File: src/rtl/instr_fetch_if.sv
// Load and fetch bus of the TIS-100 instruction store.
//   master : program loader / PC path side (drives load_* and Addr_instr)
//   slave  : instr_fetch side (drives load_ready, run, instr, instr_valid,
//            lastInstr, prog_len, parity_err)
// Bit ranges keep the original [0:n] (bit 0 = MSB) declaration order.
interface instr_fetch_if;
    logic        load_clr;
    logic        load_valid;
    logic        load_ready;
    logic [0:17] load_data;
    logic        load_last;
    logic [0:7]  Addr_instr;
    logic        run;
    logic [0:17] instr;
    logic        instr_valid;
    logic        lastInstr;
    logic [0:7]  prog_len;
    logic        parity_err;

    modport master (
        output load_clr, load_valid, load_data, load_last, Addr_instr,
        input  load_ready, run, instr, instr_valid, lastInstr, prog_len,
               parity_err
    );

    modport slave (
        input  load_clr, load_valid, load_data, load_last, Addr_instr,
        output load_ready, run, instr, instr_valid, lastInstr, prog_len,
               parity_err
    );
endinterface

File: src/rtl/instr_fetch.sv
// instr_fetch: program store and fetch stage for a TIS-100 compute node.
// A program streams in over the load handshake (one word per cycle) and is
// held in an internal memory; once complete (RUN) the word at Addr_instr is
// returned with a one-cycle registered read, qualified by instr_valid and
// lastInstr.
// Ports:
//   clk        : clock
//   rst_n      : synchronous active-low reset
//   bus.slave  : load_clr/load_valid/load_data/load_last/Addr_instr in,
//                load_ready/run/instr/instr_valid/lastInstr/prog_len/
//                parity_err out
// Parameters: DEPTH (1..256 slots), NOP_WORD (word for invalid fetches).
// Optional feature: define IMEM_PARITY_EN to store an even-parity bit per
// word and flag a sticky parity_err on a mismatching RUN fetch; otherwise
// parity_err is tied to 0.
module instr_fetch #(
    parameter int unsigned DEPTH    = 16,
    parameter logic [17:0] NOP_WORD = 18'h0
) (
    input logic           clk,
    input logic           rst_n,
    instr_fetch_if.slave  bus
);
    localparam int unsigned AW = (DEPTH > 1) ? $clog2(DEPTH) : 1;

    typedef enum logic [1:0] {EMPTY, LOAD, RUN} state_t;

    state_t      state;
    logic [7:0]  wr_ptr;
    // One bit wider than prog_len so DEPTH=256 still compares correctly.
    logic [8:0]  len_q;
    logic [17:0] instr_q;
    logic        valid_q;
    logic        last_q;

    logic [17:0] mem [DEPTH];

    logic [17:0] wdata;
    logic [17:0] rdata;
    logic [7:0]  addr;
    logic        clear;
    logic        xfer;
    logic        is_last;
    logic        in_range;
    logic        at_last;

    assign wdata    = bus.load_data;
    assign addr     = bus.Addr_instr;
    assign clear    = !rst_n || bus.load_clr;
    assign xfer     = bus.load_valid && (state != RUN);
    assign is_last  = bus.load_last || (wr_ptr == 8'(DEPTH - 1));
    assign in_range = ({1'b0, addr} < len_q);
    assign at_last  = ({1'b0, addr} == (len_q - 9'd1));
    // Only consumed when in_range, so addresses >= DEPTH never reach memory.
    assign rdata    = mem[addr[AW-1:0]];

    // Storage has no reset: a cleared program is discarded via len_q/state.
    always_ff @(posedge clk) begin
        if (!clear && xfer) begin
            mem[wr_ptr[AW-1:0]] <= wdata;
        end
    end

    always_ff @(posedge clk) begin
        if (clear) begin
            state   <= EMPTY;
            wr_ptr  <= '0;
            len_q   <= '0;
            instr_q <= NOP_WORD;
            valid_q <= 1'b0;
            last_q  <= 1'b0;
        end else begin
            if (xfer) begin
                wr_ptr <= wr_ptr + 8'd1;
                if (is_last) begin
                    len_q <= {1'b0, wr_ptr} + 9'd1;
                    state <= RUN;
                end else begin
                    state <= LOAD;
                end
            end

            if (state == RUN) begin
                instr_q <= in_range ? rdata : NOP_WORD;
                valid_q <= in_range;
                last_q  <= at_last;
            end else begin
                instr_q <= NOP_WORD;
                valid_q <= 1'b0;
                last_q  <= 1'b0;
            end
        end
    end

`ifdef IMEM_PARITY_EN
    logic mem_par [DEPTH];
    logic perr_q;

    always_ff @(posedge clk) begin
        if (!clear && xfer) begin
            mem_par[wr_ptr[AW-1:0]] <= ^wdata;
        end
    end

    always_ff @(posedge clk) begin
        if (clear) begin
            perr_q <= 1'b0;
        end else if ((state == RUN) && in_range &&
                     ((^rdata) != mem_par[addr[AW-1:0]])) begin
            perr_q <= 1'b1;
        end
    end

    assign bus.parity_err = perr_q;
`else
    assign bus.parity_err = 1'b0;
`endif

    assign bus.load_ready  = (state != RUN);
    assign bus.run         = (state == RUN);
    assign bus.instr       = instr_q;
    assign bus.instr_valid = valid_q;
    assign bus.lastInstr   = last_q;
    assign bus.prog_len    = len_q[7:0];
endmodule

File: src/flat_wrapper.sv
// flat-port wrapper written by rule: the top's interface ports become plain ports
module instr_fetch_flat 
#(
    parameter int unsigned DEPTH    = 16,
    parameter logic [17:0] NOP_WORD = 18'h0
)
  (clk, rst_n, bus_load_clr, bus_load_valid, bus_load_data, bus_load_last, bus_Addr_instr, bus_load_ready, bus_run, bus_instr, bus_instr_valid, bus_lastInstr, bus_prog_len, bus_parity_err);
  instr_fetch_if bus_i ();
  input logic clk;
  input logic rst_n;
  input wire logic [$bits(bus_i.load_clr)-1:0] bus_load_clr;
  input wire logic [$bits(bus_i.load_valid)-1:0] bus_load_valid;
  input wire logic [$bits(bus_i.load_data)-1:0] bus_load_data;
  input wire logic [$bits(bus_i.load_last)-1:0] bus_load_last;
  input wire logic [$bits(bus_i.Addr_instr)-1:0] bus_Addr_instr;
  output wire logic [$bits(bus_i.load_ready)-1:0] bus_load_ready;
  output wire logic [$bits(bus_i.run)-1:0] bus_run;
  output wire logic [$bits(bus_i.instr)-1:0] bus_instr;
  output wire logic [$bits(bus_i.instr_valid)-1:0] bus_instr_valid;
  output wire logic [$bits(bus_i.lastInstr)-1:0] bus_lastInstr;
  output wire logic [$bits(bus_i.prog_len)-1:0] bus_prog_len;
  output wire logic [$bits(bus_i.parity_err)-1:0] bus_parity_err;
  assign bus_i.load_clr = bus_load_clr;
  assign bus_i.load_valid = bus_load_valid;
  assign bus_i.load_data = bus_load_data;
  assign bus_i.load_last = bus_load_last;
  assign bus_i.Addr_instr = bus_Addr_instr;
  assign bus_load_ready = bus_i.load_ready;
  assign bus_run = bus_i.run;
  assign bus_instr = bus_i.instr;
  assign bus_instr_valid = bus_i.instr_valid;
  assign bus_lastInstr = bus_i.lastInstr;
  assign bus_prog_len = bus_i.prog_len;
  assign bus_parity_err = bus_i.parity_err;
  instr_fetch #(.DEPTH(DEPTH), .NOP_WORD(NOP_WORD)) u_core (.clk(clk), .rst_n(rst_n), .bus(bus_i));
endmodule
File: config.mk
export PLATFORM = sky130hd
export DESIGN_NAME = instr_fetch_flat
export DESIGN_NICKNAME = d
export VERILOG_FILES = /design/src/rtl/instr_fetch_if.sv /design/src/rtl/instr_fetch.sv /design/src/flat_wrapper.sv
export SDC_FILE = /design/constraint.sdc
export NUM_CORES = 1
export LEC_CHECK = 0
export ABC_AREA = 1
export BUFFER_PORTS_ARGS = -buffer_cell sky130_fd_sc_hd__buf_2
export CORE_MARGIN = 1.5
export CORE_UTILIZATION = 35
export CTS_BUF_LIST = sky130_fd_sc_hd__clkbuf_8
export DETAILED_ROUTE_END_ITERATION = 12
export GPL_TIMING_DRIVEN = 0
export PLACE_DENSITY = 0.59
export SETUP_SLACK_MARGIN = 0.5
export SYNTH_ARGS = -nofsm -noshare
export SYNTH_HDL_FRONTEND = slang
export SYNTH_SLANG_ARGS = --single-unit
File: constraint.sdc
create_clock -name clk -period 2.3 [get_ports clk]
set_input_delay 0 -clock clk [delete_from_list [all_inputs] [get_ports clk]]
set_output_delay 0 -clock clk [all_outputs]
set_load 0.03 [all_outputs]
Yosys cells after proc, flatten, opt, wreduce, memory -nomap -nowiden --
Memory sizes are Yosys's and may differ from the RTL's. A register that Yosys moved wholly into a read port is not among the register bits. Cells that the tools add are included.
Cells by class: $add $sub $neg 3, order comparisons 1, eq/ne operators 4, mux-type cells 3, bitwise logic cells 2, reductions and logical operators 9
Operator list (count):
- adder 8 x 1 -> 9 bit (second input constant) | 1
- == test 8 x 9 -> 1 bit | 1
- less-than comparator 8 x 9 -> 1 bit | 1
- subtractor 9 x 1 -> 9 bit (second input constant) | 1
- adder 8 x 1 -> 8 bit (second input constant) | 1
- == test 8 x 4 -> 1 bit (second input constant) | 1
- OR reduction 3 bit | 1
- == test 2 bit (second input constant) | 1
- logical AND 1 bit | 2
- zero test 1 bit | 2
- logical OR 1 bit | 2
- 2-to-1 mux 1 bit | 2
- 2-to-1 mux 2 bit | 1
- != test 2 bit (second input constant) | 1
- NOT 1 bit | 2
- AND reduction 2 bit | 1
- OR reduction 2 bit | 1
Storage, ports and cells: flip-flop bits (word level) 21, RAM bits 288, input bits 31, output and inout port bits 31, word-level logic and storage cells 28, memories 1
Memories:
- u_core.mem | depth 16, bits a word 18, rd ports 1, clocked after memory_dff 1, write ports 1, RTL line instr_fetch.sv:36 | logic [17:0] mem [DEPTH];

Logic depth before layout (Yosys ltp) --
Gate-level depths: netlist of the first run.
depth in word-level cells 6, gate-level depth with buffers 12, depth with buffers taken out 11

Worst setup path before layout of the first run --
Ideal clock, no wire load.
path kind reg-to-reg, from register u_core.state[1], to memory u_core.mem[3][0] (enable), library setup time 0.416 ns, data arrival time 2.397 ns, data required time 1.884 ns, setup slack -0.513 ns, cell stages (with the launch flop) 8, path buffers 0, cell sequence dfxtp_1 > inv_1 > nor2_2 > inv_1 > nand2_2 > nor2_1 > inv_1 > nor3_1
On the way: cells in the longest elaborated chain, start to end 5
Ends and longest elaborated chain:
- start, declared | RTL line instr_fetch.sv:28 | state_t state;
- start signal, assigned | RTL line instr_fetch.sv:66 | state <= EMPTY;
- start signal, assigned | RTL line instr_fetch.sv:77 | state <= RUN;
- start signal, assigned | RTL line instr_fetch.sv:79 | state <= LOAD;
- != test 2 bit
- via bus_load_ready | RTL line flat_wrapper.sv:16 | output wire logic [$bits(bus_i.load_ready)-1:0] bus_load_ready;
- logical AND 1 bit | RTL line instr_fetch.sv:50 | assign xfer = bus.load_valid && (state != RUN);
- logical AND 1 bit | RTL line instr_fetch.sv:59 | if (!clear && xfer) begin
- 2-to-1 mux 1 bit | RTL line instr_fetch.sv:59
- 2-to-1 mux 1 bit (implied by the code) | RTL line instr_fetch.sv:60 | mem[wr_ptr[AW-1:0]] <= wdata;
- end, declared | RTL line instr_fetch.sv:36
The timed path passes the listed nets, and every way through them passes these cells.

Final worst setup path of the first run --
from register u_core.state[1], to memory u_core.mem[9][3] (enable)
On the way: cells in the longest elaborated chain, start to end 5
Ends and longest elaborated chain (RTL line):
- != test 2 bit | instr_fetch.sv:50
- logical AND 1 bit | instr_fetch.sv:50
- logical AND 1 bit | instr_fetch.sv:59
- 2-to-1 mux 1 bit | instr_fetch.sv:59
- 2-to-1 mux 1 bit (implied by the code) | instr_fetch.sv:60
Every way passes these cells.

==> metrics.cfg, run 1 <==
[power_and_ir_drop]
p_leak_nw=7.05
switching_power_w=0.00295
p_seq_share_pct=53.5
p_per_area_nw_per_um2=723
finalPower_w=0.0121
p_int_w=0.00920
vdd_drop_max_mv=0.415
clkPwrFrac_pct=38.5
switching_share_pct=24.3
combPwrFrac_pct=8.0

[critical_path]
cpMostUsedCell=nor2_4
worst_setup_path_start_kind=register
reg2regPathDepth=8
worstPathRequired_ns=2.59
crit_chain=inv_1 > nor2_4 > inv_4 > nand2_4 > nor2_4 > nand2_1 > nor2_4 > buf_12
slowest_delay_ns=0.31
worst-endpoint-arrival_ns=2.09
critPathKind=register to register
crit_path_end_kind=register
crit_slowest_cell=dfxtp_1
worstPathMaxFanout=18

[synthesis]
synth_top_area_share_pct=61.8
synthXorXnorAreaFrac_pct=0.376
ys_types=32
yosys_warnings=0
synthTopCellsByArea=edfxtp_1 (62%), nand2_1 (17%), dfxtp_1 (5.6%), nand3_1 (3.7%), nor2_1 (2.4%)
syn_nets=1422
synth-simple-area-share_pct=23.4
synth_top_family_by_area=simple AND/OR/NAND/NOR gates
synth_compound_area_share_pct=2.07
yosysSeqAreaShare_pct=67.4
synthAdderAreaFrac_pct=1.16
avgSynthCellArea_um2=10.2
synth_seq_cells=327
synth.area.mux_share_pct=0
netlist_area_um2=14000
synth_area_leader_cell=edfxtp_1
syn_inst=1378

[route]
drt_iter0_drc=922
postRouteAntennaNets=0
drc=0
dr.pass1.iters=5
post_drt_wl_per_cell_um=18.2
vias=9955
wl_mm=38.3
viasPerCell=4.72

[place]
dp_slack_ns=-0.0215
globalplace.congestion=0.820
dp.cells=1962
dp_hpwl_mm=24.2
portBuffers=59

[clock_network]
cts.sinks=327
ctsRootBufferMaster=clkbuf_8
insertion_delay_ns=0.61
cts_tree=yes
htreeDepth=2
cts_made_buffers=53
clockBufferDepth=3
clk_pin_slew_ns=0.06

[die]
dieArea_um2=41200
start_util_pct=35.4
core_um2=39500
ios=62
fp.dieH_um=203
die_w_um=203
rows=73

[timing]
finalSetupViolations=0
worst_slew_pin_slew_ns=0.939
timing.final.ws_setup_ns=0.494
fin_crit_ns=1.81
hold_viol=0
slew_violations=0
max_freq_mhz=554
fin_skew_ns=0.0328
rsz0062_at_grt=true
finalCritPeriodShare_pct=78.5
relSlewSlack_pct=37.4

[global_routing]
grt_max_degree=19
grt_pass1_vias=9826
grt_pass1_wl_mm=57.8
grt_use_met1_pct=25.1
antenna_found_initial=1
use_met3_pct=3.42
top_usage_layer=met2
groute.layer.met2.usage_pct=31.4
grtUsageTotal_pct=19.0
overflow=0

[worst_hold_path]
min_path_cells=7
worstHoldPathType=primary input to register

[final_layout]
area_growth_pct=20.1
drive_gt1_share_pct=15.1
nNetsFinal=1585
final-instance-count-excl-fill=2111

[job]
cap_violations=0

[status]
status=finished clean

==> cell families after synthesis <==
group,after synthesis
buf+inv,154
other cells,1
flops,327
compound gates,51
fa+ha+maj,13
simple gates,826
xor+xnor,6
==> critical path, delay by kind of cell, from the launching register on <==
| kind | cells | cell delay, ns |
|---|---|---|
| buf+inv | 3 | 0.35 |
| simple gates | 5 | 0.85 |
| flops | 1 | 0.31 |
==> per-stage QoR <==
step           utilization, %  instance area (um2)  setup TNS, ns  hold slack (ns)
2_1_floorplan               -                14100              0           0.0989
3_3_place_gp             38.2                15100              0            0.394
3_5_place_dp             38.2                15100         -0.344            0.395
4_1_cts                  42.4                16800              0           0.0891
5_1_grt                  42.5                16800              0            0.165
6_report                 42.5                16800              0            0.127
==> worst paths after layout <==
check	from	endpoint	slack, ns
worst max register to register	u_core.state[1]	u_core.mem[9][3]	0.49
worst min-delay path	bus_Addr_instr[2]	u_core.bus.instr[1]	0.13
worst min register to register	u_core.state[1]	u_core.state[1]	0.47
worst max-delay path	u_core.state[1]	u_core.mem[9][3]	0.49
==> repair_timing <==
action	in CTS	in global routing
cloned	0	1
endpoints found under the setup margin	304	234
pin swaps	17	3
hold buffers	28	0
hold endpoints to repair	313	0
setup buffers	19	1
gates resized for setup	6	14
==> power by group through the flow <==
stage | sequential [W] | clock, W | combinational (W)
floorplan | 0.00663 | 0 | 0.000553
global placement | 0.00663 | 0 | 0.000904
detailed placement | 0.00663 | 0 | 0.000918
CTS | 0.00650 | 0.00477 | 0.000971
global route | 0.00650 | 0.00506 | 0.00108
finish | 0.00650 | 0.00467 | 0.000974
==> state kept, by name, indices dropped and copies added, names as in the netlist <==
signal / count
u_core.bus.instr: 18
u_core.bus.instr_valid: 1
u_core.bus.lastInstr: 1
u_core.len_q: 9
u_core.mem: 288
u_core.state: 2
u_core.wr_ptr: 8
==> cell type report <==
class                   instances  area [um2]
diodes                          1        2.50
plain buffers                  71         473
clock buffers                  61         840
clock inverters                38         159
fillers                      3774       22700
inverters                      83         322
multi-input cells             897        3960
flip-flops and latches        327        9440
well taps                     525         657
repair buffers                108         953
==> metal layers <==
layer / vias to the layer above / wire length (um)
met3: 61 / 2760
met2: 339 / 18100
met5: - / 0
li1: 4846 / -
met1: 4709 / 16600
met4: 0 / 842
==> Yosys cell counts <==
library cell,number
nor3_1,5
xor2_1,6
nand4_1,3
ha_1,13
nor2_1,89
buf_6,13
nand3_1,103
inv_2,1
nand2_2,2
buf_4,17
nand3b_1,1
buf_2,22
conb_1,1
clkbuf_1,14
nand4_2,1
inv_1,78
o21bai_4,1
inv_4,2
a21oi_1,12
o211ai_1,4
buf_1,4
o21a_1,1
dfxtp_1,39
nand3_2,1
buf_8,1
o21ai_0,30
nor2_2,1
clkinv_1,2
nand2_1,619
or2_2,1
a211oi_1,3
edfxtp_1,288
==> cells in the final DEF (no fill, tap or decap), types with 3 or more instances in the layout <==
cell type,count
o21ai_0,30
nand2_1,619
ha_1,12
o211ai_1,4
dlygate4sd3_1,28
buf_6,16
xor2_1,6
buf_4,19
nor2_1,72
a211oi_1,3
clkbuf_8,61
nand3_1,103
buf_1,4
a21oi_1,12
nor2_4,15
inv_2,3
edfxtp_1,288
nand4_1,3
nor3_4,3
dfxtp_2,4
nor2_2,3
inv_1,105
clkbuf_1,14
buf_12,17
buf_2,80
clkinvlp_4,4
clkinv_1,4
inv_4,4
dfxtp_1,33
Power figures use the tool's default switching activity.
==> inputs of run 2 (changes only) <==
--- a/config.mk
+++ b/config.mk
@@ -5,7 +5,7 @@
 export SDC_FILE = /design/constraint.sdc
 export NUM_CORES = 1
 export LEC_CHECK = 0
-export ABC_AREA = 1
+export ABC_AREA = 0
 export BUFFER_PORTS_ARGS = -buffer_cell sky130_fd_sc_hd__buf_2
 export CORE_MARGIN = 1.5
 export CORE_UTILIZATION = 35
==> constraint.sdc (replaced) <==
create_clock -name clk -period 1.46 [get_ports clk]
set_input_delay 0 -clock clk [delete_from_list [all_inputs] [get_ports clk]]
set_output_delay 0 -clock clk [all_outputs]
set_load 0.03 [all_outputs]
==> metrics.cfg, run 2 <==
[power_and_ir_drop]
p_int_w=0.0153
p_per_area_nw_per_um2=1080
switching_share_pct=22.0
vdd_drop_max_mv=0.613
switching_power_w=0.00433
finalPower_w=0.0196
clkPwrFrac_pct=41.0
p_seq_share_pct=52.0
p_leak_nw=6.20
combPwrFrac_pct=7.0

[status]
violations=hold timing, setup timing
status=finished with violations

[die]
dieArea_um2=37800
die_w_um=195
fp.dieH_um=195
core_um2=35800
start_util_pct=35.8
rows=69
ios=62

[timing]
finalSetupViolations=329
relSlewSlack_pct=40.1
worst_slew_pin_slew_ns=0.899
finalCritPeriodShare_pct=130
timing.final.ws_setup_ns=-0.441
slew_violations=0
max_freq_mhz=526
fin_crit_ns=1.90
fin_skew_ns=0.0254
rsz0062_at_grt=true
hold_viol=1
whs_ns=-0.113

[synthesis]
synth_seq_cells=327
ys.flop_type=edfxtp_1
synth_common_cells=edfxtp_1 (288), mux4_2 (90), dfxtp_1 (39)
syn_inst=639
avgSynthCellArea_um2=20.1
synth_most_common_cell=edfxtp_1
synth_top_area_share_pct=67.3
syn_nets=683
async_reset_ff_share_pct=0
synthTopCellsByArea=edfxtp_1 (67%), mux4_2 (16%), dfxtp_1 (6.1%), ha_1 (1.3%), nor3b_1 (1.1%)
synth_edf_count=288
ys_types=40
yosysSeqAreaShare_pct=73.4
synth_area_leader_cell=edfxtp_1
yosys_warnings=0
netlist_area_um2=12800

[final_layout]
layout_commonest_cell=edfxtp_1
multiInputGateArea_um2=3740
largest_reg_flops=288
nNetsFinal=947
seqCellArea_um2=9490
drive_gt1_share_pct=53.6
area_growth_pct=41.5
mostFrequentLayoutCells=edfxtp_1 (288), mux4_2 (90), buf_6 (70), clkbuf_8 (67), buf_12 (46)
diodes=0
design_area_um2=18200
nFillCells=2824

[clock_network]
cts_hold_buf=21
clk_pin_slew_ns=0.06
ctsRootBufferMaster=clkbuf_8
htreeDepth=2
insertion_delay_ns=0.59
clockBufferDepth=3
cts_made_buffers=54
cts.sinks=327
cts_tree=yes

[critical_path]
crit_path_end_kind=register
critPathKind=register to register
r2r_setup_slack_ns=-0.44
worstPathMaxFanout=5
worstPathRequired_ns=1.94
crit_chain=inv_4 > ha_4 > nor2b_4 > o211ai_1 > a21boi_1 > o221a_2 > clkbuf_16 > clkbuf_16 > nor3b_4
crit_slowest_cell=dfxtp_4
worst-endpoint-arrival_ns=2.38
cpMostUsedCell=clkbuf_16
slowest_delay_ns=0.35
worst_setup_path_start_kind=register

[route]
postRouteAntennaNets=0
post_drt_wl_per_cell_um=24.0
viasPerCell=5.07
dr.pass1.iters=5
drc=0
wl_mm=33.8
drt_iter0_drc=534
vias=7151

[global_routing]
grt_pass1_vias=7332
grtUsageTotal_pct=17.0
grt_pass1_wl_mm=47.1
grt_max_degree=19
overflow=0
antenna_found_initial=0

[worst_hold_path]
worstHoldPathType=primary input to register

[place]
portBuffers=59
placed_cell_area_um2=14300
globalplace.congestion=0.746
dp_hpwl_mm=16.6

[job]
cap_violations=0

run 2: changes by cell type after synthesis, sizes merged, moves of 13 or more:
cell   before  now
buf        57   28
inv        81   13
mux4        0   90
nand2     621   12
nand3     104    7
nor2       90   36
nor3b       0   19
o21ai      30    4
xnor2       0   13
run 2: cell type report:
class                           instances  share of cell area, %
Buffer                                 41                   2.50
Inverter                               13                  0.282
Sequential cell                       327                   52.3
Tap cell                              461                   3.18
Timing Repair Buffer                  208                   15.0
Clock buffer                           65                   4.92
Clock inverter                         37                   1.23
Multi-Input combinational cell        258                   20.6
run 2: per-layer routing:
layer	vias up	routed length (um)	global-route usage, %	share of wire, %
li1	3141	-	-	-
met3	40	1850	2.81	5.5
met4	0	493	4.14	1.5
met5	-	0	0	0
met1	3739	14700	23.4	44
met2	231	16700	28.1	50
run 2: power groups by stage:
stage	logic [W]	registers [W]	clock network (W)
final	0.00138	0.0102	0.00805
after global routing	0.00148	0.0102	0.00861
after CTS	0.00133	0.0102	0.00820
after detailed placement	0.00107	0.0104	0
after global placement	0.00105	0.0104	0
after floorplan	0.000709	0.0104	0
run 2: critical path, delay by kind of cell, from the launching register on:
kind	cells	cell delay (ns)
buf+inv	3	0.41
flops	1	0.35
simple gates	2	0.36
fa+ha+maj	1	0.19
compound gates	3	0.49
run 2: kinds of logic after synthesis:
kind of cell	synth area share [%]
AO/OA/AOI/OAI	1.64
XOR/XNOR	1.43
adder cells (fa/ha/maj)	1.27
buffers and inverters	2.34
flip-flops	73.4
multiplexers	15.8
other	0.0292
AND/OR/NAND/NOR	4.08
run 2: timing repair:
action | 4_1_cts | 5_1_grt
cloned | 9 | 16
gates resized for setup | 145 | 67
hold endpoints to repair | 301 | 1
pin swaps | 50 | 20
buffers inserted | 82 | 20
setup endpoints to repair | 357 | 357
run 2: path summary, 6_finish.rpt:
check        depth (start not counted)                    to         startpoint
min                                  4  u_core.bus.lastInstr  bus_Addr_instr[7]
max                                  9   u_core.bus.instr[3]    u_core.len_q[1]
min reg2reg                          2       u_core.len_q[8]   u_core.wr_ptr[7]
max reg2reg                          9   u_core.bus.instr[3]    u_core.len_q[1]
run 2: metrics by stage:
step	hold WS (ns)	util [%]	setup TNS, ns	setup slack, ns	cells
after global placement	0.362	39.9	-239.85	-1.22	1159
after CTS	-0.144	48.3	-83.90	-0.427	1374
final	-0.113	50.7	-101.59	-0.441	1410
after global routing	-0.116	50.7	-119.01	-0.502	1410
after detailed placement	0.370	40.0	-233.85	-1.24	1160
after floorplan	0.0989	-	-85.70	-0.479	639
